## src/rtl/uart_sched_pkg.sv

```systemverilog
//==============================================================================
// Module      : uart_sched_pkg
// Description : Shared types and register map for the UART TX scheduler.
// Revision    : 1.0 - initial release
//==============================================================================
`default_nettype none

package uart_sched_pkg;

    // Scheduler states: two configuration writes, then arbitration and send.
    typedef enum logic [1:0] {
        CFG_BAUD = 2'd0,
        CFG_CTRL = 2'd1,
        IDLE     = 2'd2,
        SEND     = 2'd3
    } sched_state_t;

    // UART core register map.
    localparam logic [11:0] ADDR_BAUD   = 12'h000;
    localparam logic [11:0] ADDR_CTRL   = 12'h004;
    localparam logic [11:0] ADDR_TXDATA = 12'h008;

    // Width of an index into n requesters; never less than one bit.
    function automatic int idx_width(input int n);
        return (n > 1) ? $clog2(n) : 1;
    endfunction

endpackage

`default_nettype wire

```

## src/rtl/rr_arbiter.sv

```systemverilog
//==============================================================================
// Module      : rr_arbiter
// Description : Combinational round-robin pick. Searches requesters starting
//               at the slot after i_ptr, wrapping once, and returns the first
//               active one as both a one-hot vector and an index.
// Revision    : 1.0 - initial release
//==============================================================================
`default_nettype none

module rr_arbiter
    import uart_sched_pkg::*;
#(
    parameter int N  = 4,
    parameter int IW = idx_width(N)
) (
    input  logic [N-1:0]  i_req,
    input  logic [IW-1:0] i_ptr,
    output logic [N-1:0]  o_gnt,
    output logic [IW-1:0] o_gnt_idx,
    output logic          o_any
);

    // Walk N slots from i_ptr+1 (mod N); the first requester seen wins.
    always_comb begin
        int w_slot;
        w_slot    = 0;
        o_gnt     = '0;
        o_gnt_idx = '0;
        o_any     = 1'b0;
        for (int i = 1; i <= N; i++) begin
            // i_ptr < N and i <= N, so a single subtraction wraps correctly.
            w_slot = int'(i_ptr) + i;
            if (w_slot >= N) begin
                w_slot = w_slot - N;
            end
            if (!o_any && i_req[w_slot]) begin
                o_any         = 1'b1;
                o_gnt[w_slot] = 1'b1;
                o_gnt_idx     = IW'(w_slot);
            end
        end
    end

endmodule

`default_nettype wire

```

## src/rtl/uart_tx_scheduler.sv

```systemverilog
//==============================================================================
// Module      : uart_tx_scheduler
// Description : Configures a UART core (baud divisor, control word) out of
//               reset, then arbitrates byte streams from NREQ requesters
//               round-robin and forwards one packet at a time into the
//               core's TX data register. A granted requester that stalls
//               for TIMEOUT cycles loses the grant and abort_o pulses.
// Revision    : 1.0 - initial release
//==============================================================================
`default_nettype none

module uart_tx_scheduler
    import uart_sched_pkg::*;
#(
    parameter int          NREQ     = 4,
    parameter logic [15:0] BAUD_DIV = 16'd868,
    parameter logic [31:0] CTRL_VAL = 32'h3,
    parameter int          TIMEOUT  = 255
) (
    input  logic              clk_i,
    input  logic              rst_i,
    input  logic [NREQ-1:0]   req_valid_i,
    input  logic [NREQ*8-1:0] req_data_i,
    input  logic [NREQ-1:0]   req_last_i,
    output logic [NREQ-1:0]   req_ready_o,
    input  logic              tx_full_i,
    output logic              reg_we_o,
    output logic              reg_re_o,
    output logic [11:0]       reg_addr_o,
    output logic [31:0]       reg_wdata_o,
    output logic [NREQ-1:0]   grant_o,
    output logic              cfg_done_o,
    output logic              busy_o,
    output logic              abort_o
);

    localparam int            IW          = idx_width(NREQ);
    localparam int            SW          = (TIMEOUT > 0) ? $clog2(TIMEOUT + 1) : 1;
    localparam logic [IW-1:0] c_LAST_INIT = IW'(NREQ - 1);
    localparam logic [SW-1:0] c_TIMEOUT   = SW'(TIMEOUT);

    // Registered state
    sched_state_t     r_state;
    logic [NREQ-1:0]  r_grant;
    logic [IW-1:0]    r_owner;
    logic [IW-1:0]    r_last_grant;
    logic [SW-1:0]    r_stall;
    logic             r_cfg_done;
    logic             r_abort;

    // Next-state values
    sched_state_t     w_state_nxt;
    logic [NREQ-1:0]  w_grant_nxt;
    logic [IW-1:0]    w_owner_nxt;
    logic [IW-1:0]    w_last_grant_nxt;
    logic [SW-1:0]    w_stall_nxt;
    logic             w_cfg_done_nxt;
    logic             w_abort_nxt;

    // Arbiter results and the currently owned requester's lane
    logic [NREQ-1:0]  w_arb_gnt;
    logic [IW-1:0]    w_arb_idx;
    logic             w_arb_any;
    logic             w_sel_valid;
    logic             w_sel_last;
    logic [7:0]       w_sel_data;
    logic [SW-1:0]    w_stall_inc;

    rr_arbiter #(
        .N  (NREQ),
        .IW (IW)
    ) u_arb (
        .i_req     (req_valid_i),
        .i_ptr     (r_last_grant),
        .o_gnt     (w_arb_gnt),
        .o_gnt_idx (w_arb_idx),
        .o_any     (w_arb_any)
    );

    assign w_sel_valid = req_valid_i[r_owner];
    assign w_sel_last  = req_last_i[r_owner];
    assign w_sel_data  = req_data_i[{r_owner, 3'b000} +: 8];
    assign w_stall_inc = r_stall + SW'(1);

    // State register and all bookkeeping registers.
    always_ff @(posedge clk_i) begin
        if (rst_i) begin
            r_state      <= CFG_BAUD;
            r_grant      <= '0;
            r_owner      <= '0;
            r_last_grant <= c_LAST_INIT;
            r_stall      <= '0;
            r_cfg_done   <= 1'b0;
            r_abort      <= 1'b0;
        end else begin
            r_state      <= w_state_nxt;
            r_grant      <= w_grant_nxt;
            r_owner      <= w_owner_nxt;
            r_last_grant <= w_last_grant_nxt;
            r_stall      <= w_stall_nxt;
            r_cfg_done   <= w_cfg_done_nxt;
            r_abort      <= w_abort_nxt;
        end
    end

    // Next-state decode plus the register-bus and handshake outputs.
    always_comb begin
        w_state_nxt      = r_state;
        w_grant_nxt      = r_grant;
        w_owner_nxt      = r_owner;
        w_last_grant_nxt = r_last_grant;
        w_stall_nxt      = r_stall;
        w_cfg_done_nxt   = r_cfg_done;
        w_abort_nxt      = 1'b0;
        reg_we_o         = 1'b0;
        reg_addr_o       = '0;
        reg_wdata_o      = '0;
        req_ready_o      = '0;

        case (r_state)
            CFG_BAUD: begin
                reg_we_o    = 1'b1;
                reg_addr_o  = ADDR_BAUD;
                reg_wdata_o = {16'h0, BAUD_DIV};
                w_state_nxt = CFG_CTRL;
            end

            CFG_CTRL: begin
                reg_we_o       = 1'b1;
                reg_addr_o     = ADDR_CTRL;
                reg_wdata_o    = CTRL_VAL;
                w_state_nxt    = IDLE;
                w_cfg_done_nxt = 1'b1;
            end

            IDLE: begin
                // Grant is registered here; the first byte moves next cycle.
                if (w_arb_any) begin
                    w_grant_nxt = w_arb_gnt;
                    w_owner_nxt = w_arb_idx;
                    w_stall_nxt = '0;
                    w_state_nxt = SEND;
                end
            end

            SEND: begin
                // A full TX FIFO freezes everything, including the stall timer.
                if (!tx_full_i) begin
                    if (w_sel_valid) begin
                        req_ready_o = r_grant;
                        reg_we_o    = 1'b1;
                        reg_addr_o  = ADDR_TXDATA;
                        reg_wdata_o = {24'h0, w_sel_data};
                        w_stall_nxt = '0;
                        if (w_sel_last) begin
                            w_last_grant_nxt = r_owner;
                            w_grant_nxt      = '0;
                            w_state_nxt      = IDLE;
                        end
                    end else if (w_stall_inc == c_TIMEOUT) begin
                        // Owner went quiet too long: release it and move on.
                        w_abort_nxt      = 1'b1;
                        w_last_grant_nxt = r_owner;
                        w_grant_nxt      = '0;
                        w_stall_nxt      = '0;
                        w_state_nxt      = IDLE;
                    end else begin
                        w_stall_nxt = w_stall_inc;
                    end
                end
            end

            default: begin
                w_state_nxt = CFG_BAUD;
            end
        endcase

        // Strobes stay quiet for the whole of reset.
        if (rst_i) begin
            reg_we_o    = 1'b0;
            reg_addr_o  = '0;
            reg_wdata_o = '0;
            req_ready_o = '0;
        end
    end

    assign reg_re_o   = 1'b0;
    assign grant_o    = r_grant;
    assign cfg_done_o = r_cfg_done;
    assign busy_o     = (r_state == SEND);
    assign abort_o    = r_abort;

endmodule

`default_nettype wire

```

## config.mk

```make
export PLATFORM = sky130hd
export DESIGN_NAME = uart_tx_scheduler
export DESIGN_NICKNAME = d
export VERILOG_FILES = /design/src/rtl/uart_sched_pkg.sv /design/src/rtl/rr_arbiter.sv /design/src/rtl/uart_tx_scheduler.sv
export SDC_FILE = /design/constraint.sdc
export NUM_CORES = 1
export LEC_CHECK = 0
export CAP_MARGIN = 5
export CORE_ASPECT_RATIO = 1.5
export CORE_MARGIN = 2
export CORE_UTILIZATION = 46
export DETAILED_ROUTE_END_ITERATION = 7
export PLACE_DENSITY = 0.85
export SLEW_MARGIN = 20
export SYNTH_ARGS = -nofsm -noshare
export SYNTH_HDL_FRONTEND = slang
export SYNTH_HIERARCHICAL = 1
export SYNTH_SLANG_ARGS = --single-unit
```

## constraint.sdc

```tcl
create_clock -name clk_i -period 7.3 [get_ports clk_i]
set_input_delay 1.46 -clock clk_i [delete_from_list [all_inputs] [get_ports clk_i]]
set_output_delay 1.46 -clock clk_i [all_outputs]
set_load 0.01 [all_outputs]
```

==> metrics.txt, run 1 <==
CTS H-Tree Depth=1; WS Path Type=primary input to output pin; largest net degree at the start of global routing=25; Die Area=5480 um^2; # resized after CTS=0; Clk Latency, worst-skew pair=0.26 ns; leakage=1.122 nW; Reg2Reg Depth=10; Post-DP HPWL=4599 um; Clock power frac=33.3%; synthesized area per cell=8.097 um^2; WL final=5749 um; most frequent cells in the layout=66 x clkdlybuf4s50_1, 33 x conb_1, 27 x nand2_1; Post-Syn Area=2251 um^2; reg-to-reg critical path endpoint=grant_o[1]; fin cells=395; Top delay family on crit path=buffers and inverters; part of the power in registers=35.8%; Worst VDD drop=0.05897 mV; Core Util, Final=60.01%; sw frac=28.21%; post-synthesis compound-gate area fraction=18.45%; port buffer count=66; crit start category=primary input; TritonCTS buffer count=3; DR DRC count=0; Clock transition at path regs=0.08 ns; initial antenna violation count=0; Yosys cell types=51; Rel. slew slack=42.72%; Worst Setup SP=req_valid_i[3]; first-pass GRT wire length=8687 um; dominant synthesized flop cell=dfxtp_1; setup slack on the worst flop-to-flop path=3.34 ns; Worst Path Arrival=4.07 ns; Post-synth EDFFs=0; Slew @ Worst Pin=0.8580 ns; DR WL/cell=14.55 um; root buffer cell=clkbuf_8; Area Overhead vs Synth=27.18%; share of cells above drive strength 1=7.295%; vias in the first global route=1833; CP Cell Sequence=clkdlybuf4s50_1 > mux4_2 > nor2b_1 > and2_1 > nand2_1 > nand2_1 > clkdlybuf4s50_1; most common cell after layout, fill and taps aside=clkdlybuf4s50_1; Cell Pwr Density=117.7 nW/um^2; CTS tree=done; synthesized netlist cell count=278; Die Y=89.68 um; # IOs=100; main combinational cell family by area after synthesis=simple AND/OR/NAND/NOR gates; critical path's slowest cell=clkdlybuf4s50_1; Critical Path Stages=7; Worst Path Required=5.84 ns; Fillers=442; Placed Area=2784 um^2; Sw Pwr=0.09504 mW; Reg-to-Reg Start=r_last_grant[0]; CTS Buffer Depth=2; Final min period=5.529 ns; Buf+Inv Stages, Crit Path=2; Finished Cell Area=2863 um^2; Setup TNS Final=0 ns; post-synthesis register bit count=20; drt first pass iters=4; Initial Util=47.18%; Synthesis Warnings=6; Slew Limit Fails=0; clk sinks=20; clk_skew=0.003201 ns; Final setup viols=0; CP max FO=14; Setup Buffers After CTS=0; RSZ-0062 raised after global routing=no; cts-stage hold buffer count=0; combinational power share=30.8%; Tcrit/Tclk final=75.74%; sequential area share after synthesis=17.79%; Detail Route Antenna Nets=0; crit path to=reg_wdata_o[5]; Die Wd=61.12 um; Int Power=0.2419 mW; final hold vios=0; GRT overflow=0; status=finished, final reports clean; Core ar.=4771 um^2; achievable frequency=180.9 MHz; fraction of registers with async set/reset=0%; total track usage=20.45%; maxcap violations=0; Post-Synth XOR/XNOR Area=1.167%; Critical Path Max Stage Delay=0.70 ns; Initial DRC Count=124; WHS=0.4584 ns; Post-Synth Adder-Cell Area=5.559%; Antenna Cells=0; mux contribution to synthesized area=18.51%; Vias/cell=5.441; final RePlAce weighted congestion=0.8870; Worst Hold Class=register to register; fin nets=383; post-synthesis simple-gate area fraction=21.51%; Setup crit end kind=output pin; via count=2149; Rows=31; Inst Count DP=391
[power by group through the flow]
| stage | clock, mW | combinational [mW] | sequential [mW] |
|---|---|---|---|
| floorplan | 0 | 0.0736 | 0.120 |
| global placement | 0 | 0.101 | 0.123 |
| detailed placement | 0 | 0.103 | 0.123 |
| CTS | 0.112 | 0.103 | 0.121 |
| global route | 0.116 | 0.112 | 0.122 |
| finish | 0.112 | 0.104 | 0.121 |
[stage by stage]
stage / setup slack (ns) / total power, mW
finish: 1.771 / 0.3369
global route: 1.606 / 0.3502
CTS: 1.807 / 0.3355
detailed placement: 1.802 / 0.2260
global placement: 1.880 / 0.2239
floorplan: 3.296 / 0.1932
[cells by family after synthesis]
logic type / after synthesis
AND/OR/NAND/NOR: 95
XOR/XNOR: 3
flip-flops: 20
adder cells (fa/ha/maj): 10
buffers and inverters: 64
other: 1
AO/OA/AOI/OAI: 61
multiplexers: 24
[how the worst min path moves through the flow]
stage                     from    endpoint  slack (ns)  depth (start not counted)
CTS                 cfg_done_o  cfg_done_o        0.46                          1
detailed placement  cfg_done_o  cfg_done_o        0.44                          1
global placement    cfg_done_o  cfg_done_o        0.44                          1
floorplan           r_stall[7]  r_stall[7]        0.44                          2
global route        cfg_done_o  cfg_done_o        0.51                          1
finish              cfg_done_o  cfg_done_o        0.46                          1
[final cells by class]
class | count | area (um^2) | area share, %
Multi-Input combinational cell | 226 | 1599 | 55.86
Timing Repair Buffer | 66 | 660.6 | 23.08
Sequential cell | 20 | 400.4 | 13.99
Tap cell | 66 | 82.58 | 2.885
Clock buffer | 3 | 41.29 | 1.442
Clock inverter | 1 | 30.03 | 1.049
Inverter | 13 | 48.80 | 1.705
[routing by layer]
layer | up-vias | track usage (%) | routed length [um]
met1 | 1024 | 26.38 | 2131
met2 | 80 | 35.40 | 3247
met4 | 0 | 6.522 | 93
met3 | 9 | 1.719 | 277
li1 | 1036 | - | -
met5 | - | 0 | 0
[state kept, by name, summed over array words and instances, names as in the netlist]
signal	flops
r_stall	8
grant_o	4
r_last_grant	2
r_owner	2
r_state	2
abort_o	1
cfg_done_o	1
[worst reg2reg max path: cells and delay by family (launching register included)]
family / cells / cell delay (ns)
simple gates: 4 / 1.02
fa+ha+maj: 1 / 0.58
flops: 1 / 0.89
buf+inv: 1 / 0.26
mux: 1 / 0.66
compound gates: 3 / 0.49
[synth_stat cells (5+ instances only)]
cell | count | share of area, %
buf_4 | 34 | 11
clkbuf_1 | 12 | 2.0
dfxtp_1 | 20 | 18
a21oi_1 | 8 | 1.8
nand3_1 | 7 | 1.6
nor2b_1 | 7 | 1.9
o22ai_1 | 10 | 2.8
and3_1 | 8 | 2.2
ha_1 | 10 | 5.6
o21ai_1 | 11 | 2.4
a211oi_1 | 5 | 1.7
inv_1 | 12 | 2.0
nand2_1 | 27 | 4.5
nor2_1 | 19 | 3.2
nand2b_1 | 7 | 1.9
mux2i_1 | 9 | 4.0
mux4_2 | 14 | 14
Note: power is estimated with default switching activity, not from simulation.
==> run 2, diff against run 1 <==
--- a/config.mk
+++ b/config.mk
@@ -8,9 +8,9 @@
 export CAP_MARGIN = 5
 export CORE_ASPECT_RATIO = 1.5
 export CORE_MARGIN = 2
-export CORE_UTILIZATION = 46
+export CORE_UTILIZATION = 39
 export DETAILED_ROUTE_END_ITERATION = 7
-export PLACE_DENSITY = 0.85
+export PLACE_DENSITY = 0.76
 export SLEW_MARGIN = 20
 export SYNTH_ARGS = -nofsm -noshare
 export SYNTH_HDL_FRONTEND = slang
==> constraint.sdc (replaced) <==
create_clock -name clk_i -period 5 [get_ports clk_i]
set_input_delay 1 -clock clk_i [delete_from_list [all_inputs] [get_ports clk_i]]
set_output_delay 1 -clock clk_i [all_outputs]
set_load 0.01 [all_outputs]
==> metrics.txt, run 2 (synthesis results as in run 1) <==
share of cells above drive strength 1=8.133% (was 7.295%); fin nets=386 (was 383); Critical Path Max Stage Delay=0.67 ns (was 0.70 ns); top layer in use=met4 (unchanged); met3 WL=251 um (was 277 um); leakage=1.128 nW (was 1.122 nW); Die Wd=66.03 um (was 61.12 um); CTS tree=done (unchanged); WS Path Type=primary input to output pin (unchanged); Rows=33 (was 31); GRT overflow=0 (unchanged); Detail Route Antenna Nets=0 (unchanged); largest register by flop count=r_stall (unchanged); Worst Path Arrival=3.50 ns (was 4.07 ns); port buffer count=66 (unchanged); part of the power in registers=38.7% (was 35.8%); # resized after CTS=0 (unchanged); final hold vios=0 (unchanged); Cell Pwr Density=158.1 nW/um^2 (was 117.7 nW/um^2); Post-DP HPWL=4826 um (was 4599 um); DR WL/cell=14.75 um (was 14.55 um); final worst slack=0.5046 ns (was 1.771 ns); Clock transition at path regs=0.08 ns (about the same); Clk Latency, worst-skew pair=0.27 ns (was 0.26 ns); max reg flops=8 (unchanged); vias in the first global route=2058 (was 1833); Die Y=97.05 um (was 89.68 um); most frequent cells in the layout=66 x clkdlybuf4s50_1, 33 x conb_1, 27 x nand2_1 (unchanged); Rel. slew slack=53.85% (was 42.72%); Worst Hold Class=register to register (unchanged); Final min period=4.495 ns; combinational power share=33.6% (was 30.8%); Clock power frac=27.7% (was 33.3%); Core ar.=5533 um^2 (was 4771 um^2); Final setup viols=0 (unchanged); M1 WL=2205 um (was 2131 um); status=finished, final reports clean (unchanged); Worst Path Required=4.00 ns (was 5.84 ns); # IOs=100 (unchanged); CTS H-Tree Depth=1 (unchanged); CP Cell Sequence=clkdlybuf4s50_1 > mux4_2 > nor2b_1 > and2_1 > nand2_1 > nand2_1 > clkdlybuf4s50_1 (unchanged); drt first pass iters=4 (unchanged); Tcrit/Tclk final=89.91%; Initial DRC Count=142 (was 124); Sw Pwr=0.1366 mW (was 0.09504 mW); pre-CTS setup slack=0.4919 ns (was 1.802 ns); root buffer cell=clkbuf_8 (unchanged); most common cell after layout, fill and taps aside=clkdlybuf4s50_1 (unchanged); CTS Buffer Depth=2 (unchanged); Die Area=6408 um^2 (was 5480 um^2); achievable frequency=222.4 MHz; crit start category=primary input (unchanged); Slew Limit Fails=0 (unchanged); maxcap violations=0 (unchanged); first-pass GRT wire length=9515 um (was 8687 um); Setup Buffers After CTS=0 (unchanged); Core Util, Final=51.94% (was 60.01%); Setup crit end kind=output pin (unchanged); total track usage=18.54% (was 20.45%); initial antenna violation count=0 (unchanged); via count=2164 (was 2149); RSZ-0062 raised after global routing=no (unchanged); WL final=5929 um (was 5749 um); clk_skew=0.004920 ns (was 0.003201 ns); Slew @ Worst Pin=0.6913 ns (was 0.8580 ns); Area Overhead vs Synth=27.68% (was 27.18%); Setup TNS Final=0 ns (unchanged); CP max FO=12 (was 14); Antenna Cells=0 (unchanged); Int Power=0.3176 mW (was 0.2419 mW); TritonCTS buffer count=3 (unchanged); sw frac=30.08% (was 28.21%); Vias/cell=5.383 (was 5.441); largest net degree at the start of global routing=25 (unchanged); DR DRC count=0 (unchanged); hold depth=1 (unchanged); critical path's slowest cell=clkdlybuf4s50_1 (unchanged); cts-stage hold buffer count=0 (unchanged); final RePlAce weighted congestion=0.8343 (was 0.8870); met2 wire len=3318 um (was 3247 um); clk sinks=20 (unchanged); Initial Util=40.68% (was 47.18%); Fillers=529 (was 442); power after layout=0.4543 mW (was 0.3369 mW); Reg2Reg Depth=10 (unchanged); Worst VDD drop=0.09979 mV (was 0.05897 mV)
==> run 2: final cells by class <==
cell class / instances / area [um^2] / share of cell area (%)
tap: 70 / 87.58 / 3.047
timing repair buffer: 69 / 683.2 / 23.77
inverter: 13 / 48.80 / 1.698
multi-input combinational: 226 / 1599 / 55.64
clock buffer: 4 / 55.05 / 1.916
sequential: 20 / 400.4 / 13.93
==> run 2: critical path: cells and delay by family <==
kind	cells	cell delay [ns]
buf+inv	2	1.19
simple gates	4	0.91
mux	1	0.38
==> run 2: worst paths after layout <==
| kind | startpoint | endpoint | slack (ns) |
|---|---|---|---|
| worst max-delay path | req_valid_i[1] | reg_wdata_o[6] | 0.50 |
| worst min-delay path | cfg_done_o | cfg_done_o | 0.46 |
| worst max register to register | r_last_grant[1] | grant_o[3] | 1.21 |
| worst min register to register | cfg_done_o | cfg_done_o | 0.46 |
==> run 2: per-layer routing <==
layer / track usage, % / vias up
met3: 1.279 / 15
li1: - / 1043
met2: 35.66 / 78
met5: 0 / -
met4: 6.907 / 0
met1: 20.22 / 1028
==> run 2: through the flow <==
step	hold slack, ns	area, um^2	cells
after detailed placement	0.4483	2811	398
after CTS	0.4653	2867	402
after global placement	0.4382	2811	398
after floorplan	0.4421	2371	310
after global routing	0.4767	2874	402
final	0.4615	2874	402
==> run 2: power by group through the flow <==
stage	clock network [mW]	registers (mW)	logic (mW)
2_1_floorplan	0	0.175	0.108
3_3_place_gp	0	0.179	0.149
3_5_place_dp	0	0.179	0.152
4_1_cts	0.126	0.176	0.153
5_1_grt	0.130	0.177	0.166
6_report	0.126	0.176	0.153
